File: config.mk
export PLATFORM = sky130hd
export DESIGN_NAME = multi_sync_stretch
export DESIGN_NICKNAME = d
export VERILOG_FILES = /design/src/rtl/lib_sync_pkg.sv /design/src/rtl/multi_sync_stretch_chk.sv /design/src/rtl/sync_chain.sv /design/src/rtl/multi_sync_stretch.sv
export SDC_FILE = /design/constraint.sdc
export NUM_CORES = 1
export LEC_CHECK = 0
export ABC_AREA = 1
export CORE_MARGIN = 1
export CORE_UTILIZATION = 50
export DETAILED_ROUTE_END_ITERATION = 10
export PLACE_DENSITY = 0.82
export SLEW_MARGIN = 20
export SYNTH_ARGS = -nofsm -noshare
export SYNTH_HDL_FRONTEND = slang
export SYNTH_SLANG_ARGS = --single-unit
File: constraint.sdc
create_clock -name sys_clk -period 1.4 [get_ports sys_clk]
set_input_delay 0.35 -clock sys_clk [delete_from_list [all_inputs] [get_ports sys_clk]]
set_output_delay 0.35 -clock sys_clk [all_outputs]
set_load 0.005 [all_outputs]
File: src/rtl/lib_sync_pkg.sv
// Shared limits, defaults and helpers for the synchroniser / pulse-stretch library.
package lib_sync_pkg;

  localparam int NUM_CH_DEF      = 4;
  localparam int NUM_CH_MIN      = 1;
  localparam int NUM_CH_MAX      = 32;
  localparam int SYNC_STAGES_DEF = 2;
  localparam int SYNC_STAGES_MIN = 2;
  localparam int SYNC_STAGES_MAX = 4;
  localparam int STRETCH_LEN_DEF = 3;
  localparam int STRETCH_LEN_MIN = 1;
  localparam int STRETCH_LEN_MAX = 255;
  localparam int RETRIGGER_DEF   = 1;

  // What a synchronised rising edge does to the stretch counter.
  typedef enum logic [1:0] {
    EV_NONE   = 2'd0,
    EV_LOAD   = 2'd1,
    EV_RETRIG = 2'd2,
    EV_IGNORE = 2'd3
  } stretch_ev_e;

  function automatic int cnt_width(input int len);
    return $clog2(len + 32'sd1);
  endfunction

  function automatic stretch_ev_e stretch_event(input logic rise, input logic hit,
                                                input logic retrig);
    stretch_ev_e ev;
    if (!rise) begin
      ev = EV_NONE;
    end else if (!hit) begin
      ev = EV_LOAD;
    end else if (retrig) begin
      ev = EV_RETRIG;
    end else begin
      ev = EV_IGNORE;
    end
    return ev;
  endfunction

  function automatic logic params_in_range(input int num_ch, input int sync_stages,
                                           input int stretch_len, input int retrigger);
    return (num_ch >= NUM_CH_MIN) && (num_ch <= NUM_CH_MAX) &&
           (sync_stages >= SYNC_STAGES_MIN) && (sync_stages <= SYNC_STAGES_MAX) &&
           (stretch_len >= STRETCH_LEN_MIN) && (stretch_len <= STRETCH_LEN_MAX) &&
           ((retrigger == 32'sd0) || (retrigger == 32'sd1));
  endfunction

endpackage

File: src/rtl/multi_sync_stretch_chk.sv
// Invariant checker bound into multi_sync_stretch; pure observation, no outputs.
module multi_sync_stretch_chk
  import lib_sync_pkg::*;
#(
  parameter int NUM_CH      = NUM_CH_DEF,
  parameter int SYNC_STAGES = SYNC_STAGES_DEF,
  parameter int STRETCH_LEN = STRETCH_LEN_DEF,
  parameter int RETRIGGER   = RETRIGGER_DEF
) (
  input logic              clk,
  input logic              rst_n,
  input logic [NUM_CH-1:0] rise,
  input logic [NUM_CH-1:0] fall,
  input logic [NUM_CH-1:0] stretch,
  input logic              busy
);

  localparam logic PARAMS_OK = params_in_range(NUM_CH, SYNC_STAGES, STRETCH_LEN, RETRIGGER);
  localparam logic [NUM_CH-1:0] NONE = {NUM_CH{1'b0}};

  a_params:      assert property (@(posedge clk) PARAMS_OK);
  a_busy:        assert property (@(posedge clk) disable iff (!rst_n) busy == (|stretch));
  a_edge_excl:   assert property (@(posedge clk) disable iff (!rst_n) (rise & fall) == NONE);
  a_rise_single: assert property (@(posedge clk) disable iff (!rst_n) (rise & $past(rise)) == NONE);
  // A rise always starts or extends a stretch in the same cycle.
  a_rise_str:    assert property (@(posedge clk) disable iff (!rst_n) (rise & ~stretch) == NONE);

endmodule

File: src/rtl/sync_chain.sv
// Single-bit flop chain that brings an asynchronous level into the clk domain.
module sync_chain #(
  parameter int STAGES = 2
) (
  input  logic clk,
  input  logic rst_n,
  input  logic d,
  output logic q
);

  (* ASYNC_REG = "TRUE" *) logic [STAGES-1:0] sync_r;

  generate
    if (STAGES == 1) begin : g_one
      // Degenerate single-flop chain.
      always_ff @(posedge clk or negedge rst_n) begin
        if (!rst_n) begin
          sync_r <= 1'b0;
        end else begin
          sync_r <= d;
        end
      end
    end else begin : g_multi
      // Shift the input toward the MSB; the MSB is the synchronised level.
      always_ff @(posedge clk or negedge rst_n) begin
        if (!rst_n) begin
          sync_r <= {STAGES{1'b0}};
        end else begin
          sync_r <= {sync_r[STAGES-2:0], d};
        end
      end
    end
  endgenerate

  assign q = sync_r[STAGES-1];

endmodule

File: src/rtl/multi_sync_stretch.sv
// Per-channel CDC synchroniser with registered edge pulses, pulse stretcher and
// sticky overflow flag for rises that land on an active stretch.
module multi_sync_stretch
  import lib_sync_pkg::*;
#(
  parameter int NUM_CH      = NUM_CH_DEF,
  parameter int SYNC_STAGES = SYNC_STAGES_DEF,
  parameter int STRETCH_LEN = STRETCH_LEN_DEF,
  parameter int RETRIGGER   = RETRIGGER_DEF
) (
  input  logic              sys_clk,
  input  logic              rst_n,
  input  logic [NUM_CH-1:0] i_signal,
  input  logic [NUM_CH-1:0] i_clr_ovf,
  output logic [NUM_CH-1:0] o_sync,
  output logic [NUM_CH-1:0] o_rise,
  output logic [NUM_CH-1:0] o_fall,
  output logic [NUM_CH-1:0] o_stretch,
  output logic [NUM_CH-1:0] o_ovf,
  output logic              o_busy
);

  localparam int              CNT_W     = cnt_width(STRETCH_LEN);
  localparam logic [CNT_W-1:0] CNT_ZERO = {CNT_W{1'b0}};
  localparam logic [CNT_W-1:0] CNT_ONE  = CNT_W'(1'b1);
  localparam logic [CNT_W-1:0] CNT_LOAD = CNT_W'(STRETCH_LEN);
  localparam logic            RETRIG_EN = (RETRIGGER != 32'sd0);

  logic [NUM_CH-1:0] sync_s;
  logic [NUM_CH-1:0] stretch_nxt_s;
  logic              busy_r;

  genvar g;
  generate
    for (g = 0; g < NUM_CH; g++) begin : g_ch
      logic             prev_r;
      logic             rise_r;
      logic             fall_r;
      logic             stretch_r;
      logic             ovf_r;
      logic [CNT_W-1:0] cnt_r;
      logic [CNT_W-1:0] cnt_nxt_s;
      logic             rise_det_s;
      logic             fall_det_s;
      logic             ovf_hit_s;
      stretch_ev_e      ev_s;

      sync_chain #(.STAGES(SYNC_STAGES)) u_sync (
        .clk  (sys_clk),
        .rst_n(rst_n),
        .d    (i_signal[g]),
        .q    (sync_s[g])
      );

      assign rise_det_s = sync_s[g] & ~prev_r;
      assign fall_det_s = ~sync_s[g] & prev_r;
      // A count of 1 is the last stretch cycle, so a rise there chains seamlessly.
      assign ev_s       = stretch_event(rise_det_s, (cnt_r > CNT_ONE), RETRIG_EN);

      // Next stretch count and overflow hit for this channel.
      always_comb begin
        cnt_nxt_s = cnt_r;
        ovf_hit_s = 1'b0;
        case (ev_s)
          EV_LOAD: begin
            cnt_nxt_s = CNT_LOAD;
          end
          EV_RETRIG: begin
            cnt_nxt_s = CNT_LOAD;
            ovf_hit_s = 1'b1;
          end
          EV_IGNORE: begin
            cnt_nxt_s = cnt_r - CNT_ONE;
            ovf_hit_s = 1'b1;
          end
          EV_NONE: begin
            if (cnt_r != CNT_ZERO) begin
              cnt_nxt_s = cnt_r - CNT_ONE;
            end else begin
              cnt_nxt_s = CNT_ZERO;
            end
          end
          default: begin
            cnt_nxt_s = CNT_ZERO;
            ovf_hit_s = 1'b0;
          end
        endcase
      end

      // Channel state; o_stretch tracks the count being loaded so it rises with o_rise.
      always_ff @(posedge sys_clk or negedge rst_n) begin
        if (!rst_n) begin
          prev_r    <= 1'b0;
          rise_r    <= 1'b0;
          fall_r    <= 1'b0;
          cnt_r     <= CNT_ZERO;
          stretch_r <= 1'b0;
          ovf_r     <= 1'b0;
        end else begin
          prev_r    <= sync_s[g];
          rise_r    <= rise_det_s;
          fall_r    <= fall_det_s;
          cnt_r     <= cnt_nxt_s;
          stretch_r <= (cnt_nxt_s != CNT_ZERO);
          ovf_r     <= ovf_hit_s | (ovf_r & ~i_clr_ovf[g]);
        end
      end

      assign stretch_nxt_s[g] = (cnt_nxt_s != CNT_ZERO);
      assign o_rise[g]        = rise_r;
      assign o_fall[g]        = fall_r;
      assign o_stretch[g]     = stretch_r;
      assign o_ovf[g]         = ovf_r;
    end
  endgenerate

  // Busy is built from the next-state stretch bits so it lines up with o_stretch.
  always_ff @(posedge sys_clk or negedge rst_n) begin
    if (!rst_n) begin
      busy_r <= 1'b0;
    end else begin
      busy_r <= |stretch_nxt_s;
    end
  end

  assign o_sync = sync_s;
  assign o_busy = busy_r;

  multi_sync_stretch_chk #(
    .NUM_CH     (NUM_CH),
    .SYNC_STAGES(SYNC_STAGES),
    .STRETCH_LEN(STRETCH_LEN),
    .RETRIGGER  (RETRIGGER)
  ) u_chk (
    .clk    (sys_clk),
    .rst_n  (rst_n),
    .rise   (o_rise),
    .fall   (o_fall),
    .stretch(o_stretch),
    .busy   (o_busy)
  );

endmodule

==> qor.yml, run 1 <==
use_met1_pct: 16.2
n_antenna_cell: 0
violations: "design-rule violations"
cp-start-kind: "flop"
synth_cell_types: 13
yosys.area.top_type_share_pct: 59.8
arrival_ns: 0.99
yosys_warnings: 0
die_w_um: 57.6
grt_first_pass_wirelength_mm: 3.73
viasPerCell: 4.49
post-route-util_pct: 64.0
mappedNetlistArea_mm2: 0.00155
slew_viol_final: 0
whs_ns: 0.363
wl_mm: 2.19
required_ns: 1.05
yosys.area_share.simple_pct: 12.7
port_buffers: 30
path_delay_family: "flip-flops"
antenna_found_initial: 0
cpMaxStageDelayCell: "dfrtp_1"
cts.sinks: 37
use_met3_pct: 4.91
status: "finished with violations"
p_seq_share_pct: 59.4
busiest_layer: "met2"
final_antenna_net_count: 0
p_leak_nw: 1.00
place_congestion: 0.689
power_frac_comb_pct: 14.7
synth_adder_area_share_pct: 9.70
rsz0062_at_grt: "false"
cts_tree: "done"
syn_nets: 154
p_clk_share_pct: 25.8
finalHoldViolCount: 0
cts_max_path_buffers: 2
synth_area_leaders: "dfrtp_1 60%, buf_4 9.7%, ha_1 9.7%"
cts_root_buffer: "clkbuf_4"
vias: 854
area_growth_pct: 17.9
pin_count: 31
drc: 4
dpl.cell_count: 179
insertion_delay_ns: 0.35
drt_iter0_markers: 23
critPathBufInv: 1
crit_path_max_incr_delay_ns: 0.39
grt_pass1_vias: 903
core_area_mm2: 0.00285
layout.nets: 180
drive_above_1_share_pct: 19.5
swShare_pct: 25.4
p_sw_mw: 0.511
crit_chain: "dlygate4sd2_1"
netlist_instances: 132
dpl.hpwl_mm: 1.61
ys_ff_latch: 37
synth-compound-area-share_pct: 1.29
power_density_mw_per_mm2: 1100
synth_ff_type: "dfrtp_1"
timing.fmax_mhz: 745
grt.total_usage_pct: 15.8
synth_top_family_by_area: "buffers and inverters"
finalCritPeriodShare_pct: 95.9
die_h_um: 57.6
synth_top_area_cell: "dfrtp_1"
worst_pin_slew_ns: 0.388
cts_buffers: 5
min_period_ns: 1.34
wl_per_cell_um: 11.5
use_met2_pct: 27.7
grt_overflow_total: 0
synth_edf_count: 0
setup_tns_ns: 0
start_util_pct: 54.3
seq_area_frac_synth_pct: 59.8
vdd_drop_max_v: 0.000819
path_class: "flop to output pin"
slew_headroom_pct: 74.1
finalSetupViolCount: 0
rows: 19
maxCapViolations: 0
p_int_mw: 1.50
dieArea_mm2: 0.00332
cts-htree-levels: 2
worst_clock_skew_ns: 0.00861
synth.most_common_cell: "dfrtp_1"
synth-async-reset-ratio_pct: 100
cp-end-kind: "output pin"
holdCritPathClass: "flop to flop"
synth_xor_area_share_pct: 0
grt_max_degree: 19
dr.pass1.iters: 7
synthMuxAreaShare_pct: 0
synth_common_cells: "37 x dfrtp_1, 20 x buf_4, 16 x inv_1, 13 x nand2_1, 12 x ha_1"
fin_cells: 190
cp_max_fo: 2
clkSlewWorstSetupHoldPaths_ns: 0.10
syn_avg_cell_area_um2: 11.7
==> stage by stage <==
stage / setup WS [ns] / instance area [um2] / total power [mW]
CTS: 0.0393 / 1820 / 2.04
detailed placement: 0.209 / 1780 / 1.54
floorplan: 0.404 / 1550 / 1.41
finish: 0.0571 / 1830 / 2.01
global route: 0.00918 / 1830 / 2.12
global placement: 0.227 / 1780 / 1.52
==> timing repair <==
action	4_1_cts	5_1_grt
setup endpoints to repair	21	1
hold buffers	1	0
resized for setup	21	1
buffers inserted	2	0
hold endpoints to repair	16	0
==> cell families after synthesis <==
group / after synthesis
AND/OR/NAND/NOR: 31
AO/OA/AOI/OAI: 4
adder cells (fa/ha/maj): 12
flip-flops: 37
buffers and inverters: 48
==> power by group through the flow <==
stage                     logic, mW  clock network [mW]  registers, mW
after global placement        0.309                   0           1.21
final                         0.296               0.519           1.19
after detailed placement      0.323                   0           1.22
after global routing          0.334               0.586           1.20
after floorplan               0.201                   0           1.21
after CTS                     0.303               0.540           1.20
==> routing by layer <==
metal / up-vias / share of wire (%)
li1: 414 / -
met1: 409 / 39
met2: 26 / 52
met3: 5 / 6.7
met4: 0 / 2.7
met5: - / 0
==> cell type report <==
cell class | instances | area, um2
fillers | 239 | 1030
flip-flops and latches | 37 | 926
multi-input cells | 47 | 367
repair buffers | 39 | 340
inverters | 28 | 105
clock buffers | 8 | 48.8
well taps | 31 | 38.8
==> state kept, by name, summed over array words and instances (netlist names) <==
signal,cells
g_ch.cnt_r,8
g_ch.u_sync.sync_r,8
g_ch.fall_r,4
g_ch.ovf_r,4
g_ch.prev_r,4
g_ch.rise_r,4
g_ch.stretch_r,4
o_busy,1
==> cells in the final DEF, fill, tap and decap left out, types with 3 or more instances in the layout <==
master           instances
buf_4                    8
clkbuf_1                 3
clkbuf_4                 5
clkdlybuf4s50_1          8
clkinv_1                 4
dfrtp_1                 37
dlygate4sd2_1           20
ha_1                    12
inv_1                   16
inv_2                    8
nand2_1                 13
nand2_4                  4
nand3_4                  3
nor2_1                   9
o21ai_1                  4
==> final timing paths <==
check	startpoint	endpoint	slack [ns]	cells past startpoint
setup / recovery	g_ch[0].ovf_r$_DFF_PN0_	o_ovf[0]	0.06	1
hold reg to reg	g_ch[0].u_sync.sync_r[0]$_DFF_PN0_	g_ch[0].u_sync.sync_r[1]$_DFF_PN0_	0.36	0
hold / removal	g_ch[0].u_sync.sync_r[0]$_DFF_PN0_	g_ch[0].u_sync.sync_r[1]$_DFF_PN0_	0.36	0
min in group asynchronous	rst_n	g_ch[2].ovf_r$_DFF_PN0_	0.45	2
max in group asynchronous	rst_n	g_ch[1].cnt_r[1]$_DFF_PN0_	0.42	3
setup reg to reg	g_ch[0].cnt_r[0]$_DFF_PN0_	o_busy$_DFF_PN0_	0.30	6
Note: power is estimated with default switching activity, not from simulation.
==> run 2, diff against run 1 <==
--- a/config.mk
+++ b/config.mk
@@ -9,8 +9,9 @@
 export CORE_MARGIN = 1
 export CORE_UTILIZATION = 50
 export DETAILED_ROUTE_END_ITERATION = 10
+export MAX_ROUTING_LAYER = met4
 export PLACE_DENSITY = 0.82
-export SLEW_MARGIN = 20
+export SLEW_MARGIN = 15
 export SYNTH_ARGS = -nofsm -noshare
 export SYNTH_HDL_FRONTEND = slang
 export SYNTH_SLANG_ARGS = --single-unit
==> run 2 against run 1 <==
  * Combinational power is essentially flat
  * Sequential power is essentially flat
  * Sequential share of layout area is the same
  * Global-route usage grew 0.50 points
  * Utilization is the same
  * Hold slack is essentially flat
  * The run still ends with design-rule violations left
  * Routed wire length is essentially flat
  * Fmax shrank 0.15%
  * Highest routed layer unchanged
  * Final area is the same
  * Final cell count is the same
==> qor.yml, run 2 (synthesis gave the netlist of run 1 again) <==
cp_max_fo: 1  # -1
slew_viol_final: 0  # unchanged
drt_iter0_markers: 24  # +4.3%
layout_commonest_cell: "dfrtp_1"
wl_met3_um: 145  # -0.68%
final.setup.worst_slack_ns: 0.0551  # -0.00197 ns
power_density_mw_per_mm2: 1100  # +0.13%
largest_registers: "g_ch.cnt_r x8, g_ch.u_sync.sync_r x8"
cpMaxStageDelayCell: "dfrtp_1"
violations: "design-rule violations"
area_growth_pct: 17.9  # unchanged
register_area_um2: 926  # unchanged
die_w_um: 57.6  # unchanged
cts_buffers: 5  # unchanged
wl_per_cell_um: 11.5  # about the same
holdCritPathClass: "flop to flop"
cp-end-kind: "output pin"
top_layer_used: "met4"
cts_root_buffer: "clkbuf_4"
whs_ns: 0.363  # -0.000348 ns
rows: 19  # unchanged
layout.nets: 180  # unchanged
timing.fmax_mhz: 744  # -0.15%
required_ns: 1.05  # about the same
drive_above_1_share_pct: 19.5  # unchanged
n_fill_cell: 239  # unchanged
rsz0062_at_grt: "false"
placed_cell_area_mm2: 0.00178  # unchanged
cts-htree-levels: 2  # unchanged
p_leak_nw: 1.00  # unchanged
fin_cells: 190  # unchanged
grt_overflow_total: 0  # unchanged
dpl.cell_count: 179  # unchanged
cp-start-kind: "flop"
vdd_drop_max_v: 0.000829  # +1.2%
insertion_delay_ns: 0.35  # about the same
vias: 857  # +0.35%
path_class: "flop to output pin"
dieArea_mm2: 0.00332  # unchanged
port_buffers: 30  # unchanged
slew_headroom_pct: 74.1  # about the same
arrival_ns: 0.99  # about the same
cts_tree: "done"
final_cell_area_mm2: 0.00183  # unchanged
worst_pin_slew_ns: 0.389  # +0.000698 ns
n_antenna_cell: 0  # unchanged
m1WireLength_um: 843  # unchanged
place_congestion: 0.696  # +1.1%
viasPerCell: 4.51  # +0.35%
worst_clock_skew_ns: 0.00826  # -0.000348 ns
dr.pass1.iters: 7  # unchanged
wl_mm: 2.19  # about the same
clkSlewWorstSetupHoldPaths_ns: 0.09  # about the same
crit_path_max_incr_delay_ns: 0.38  # about the same
critPathBufInv: 1  # unchanged
antenna_found_initial: 0  # unchanged
grt_first_pass_wirelength_mm: 3.73  # unchanged
grt.total_usage_pct: 16.3  # +0.50 points
setup_tns_ns: 0  # unchanged
maxCapViolations: 0  # unchanged
finalCritPeriodShare_pct: 96.1  # +0.14 points
core_area_mm2: 0.00285  # unchanged
final_cell_mix: "37 x dfrtp_1, 20 x dlygate4sd2_1, 16 x inv_1, 13 x nand2_1, 12 x ha_1"
dpl.hpwl_mm: 1.61  # unchanged
final_antenna_net_count: 0  # unchanged
min_period_ns: 1.34  # +0.00197 ns
finalSetupViolCount: 0  # unchanged
wl_met2_mm: 1.14  # +0.18%
cts.sinks: 37  # unchanged
drc: 4  # unchanged
crit_chain: "dlygate4sd2_1"
dpl_worst_slack_ns: 0.209  # unchanged
start_util_pct: 54.3  # unchanged
grt_pass1_vias: 904  # +0.11%
cts_max_path_buffers: 2  # unchanged
multi_input_area_um2: 367  # unchanged
die_h_um: 57.6  # unchanged
status: "finished with violations"
pin_count: 31  # unchanged
grt_max_degree: 19  # unchanged
path_delay_family: "flip-flops"
finalHoldViolCount: 0  # unchanged
## run 2: cell counts in the layout (fill, tap and decap cells not counted)
Identical to the previous run, type by type.
## run 2: report_power, final
part | total, mW | switching [mW] | internal, mW
Combinational | 0.296 | 0.151 | 0.145
Clock | 0.521 | 0.321 | 0.200
Sequential | 1.19 | 0.0409 | 1.15
## run 2: layout make-up
class | count | share of cell area (%)
repair buffers | 39 | 18.6
multi-input cells | 47 | 20.1
inverters | 28 | 5.76
clock buffers | 8 | 2.67
flip-flops and latches | 37 | 50.7
well taps | 31 | 2.12
## run 2: metal layers
metal	GRT usage (%)	vias to the layer above
li1	-	415
met1	16.2	411
met2	27.7	26
met3	4.91	5
met4	10.5	0
met5	-	-
## run 2: timing repair
action,in CTS,in global routing
endpoints found under the hold margin,16,0
resized for setup,21,1
endpoints found under the setup margin,21,1
setup buffers,2,0
hold buffers,1,0
## run 2: worst reg2reg max path, stage by stage (launching register included)
cell	delay [ns]
dfrtp_1	0.39
inv_1	0.05
ha_1	0.19
inv_1	0.11
nand3_4	0.09
nor2_2	0.10
nand2_1	0.06
## run 2: through the flow
stage	util [%]	total power, mW
3_5_place_dp	62.3	1.54
2_1_floorplan	-	1.41
3_3_place_gp	62.3	1.52
6_report	64.0	2.01
5_1_grt	64.0	2.12
4_1_cts	63.9	2.04
## run 2: final timing paths
| path | slack (ns) | cells past startpoint | end | from |
|---|---|---|---|---|
| min in group asynchronous | 0.45 | 2 | g_ch[2].ovf_r$_DFF_PN0_ | rst_n |
| setup reg to reg | 0.30 | 6 | o_busy$_DFF_PN0_ | g_ch[0].cnt_r[0]$_DFF_PN0_ |
| setup / recovery | 0.06 | 1 | o_fall[1] | g_ch[1].fall_r$_DFF_PN0_ |
| max in group asynchronous | 0.43 | 3 | g_ch[1].cnt_r[1]$_DFF_PN0_ | rst_n |
| hold / removal | 0.36 | 0 | g_ch[2].u_sync.sync_r[1]$_DFF_PN0_ | g_ch[2].u_sync.sync_r[0]$_DFF_PN0_ |
| hold reg to reg | 0.36 | 0 | g_ch[2].u_sync.sync_r[1]$_DFF_PN0_ | g_ch[2].u_sync.sync_r[0]$_DFF_PN0_ |
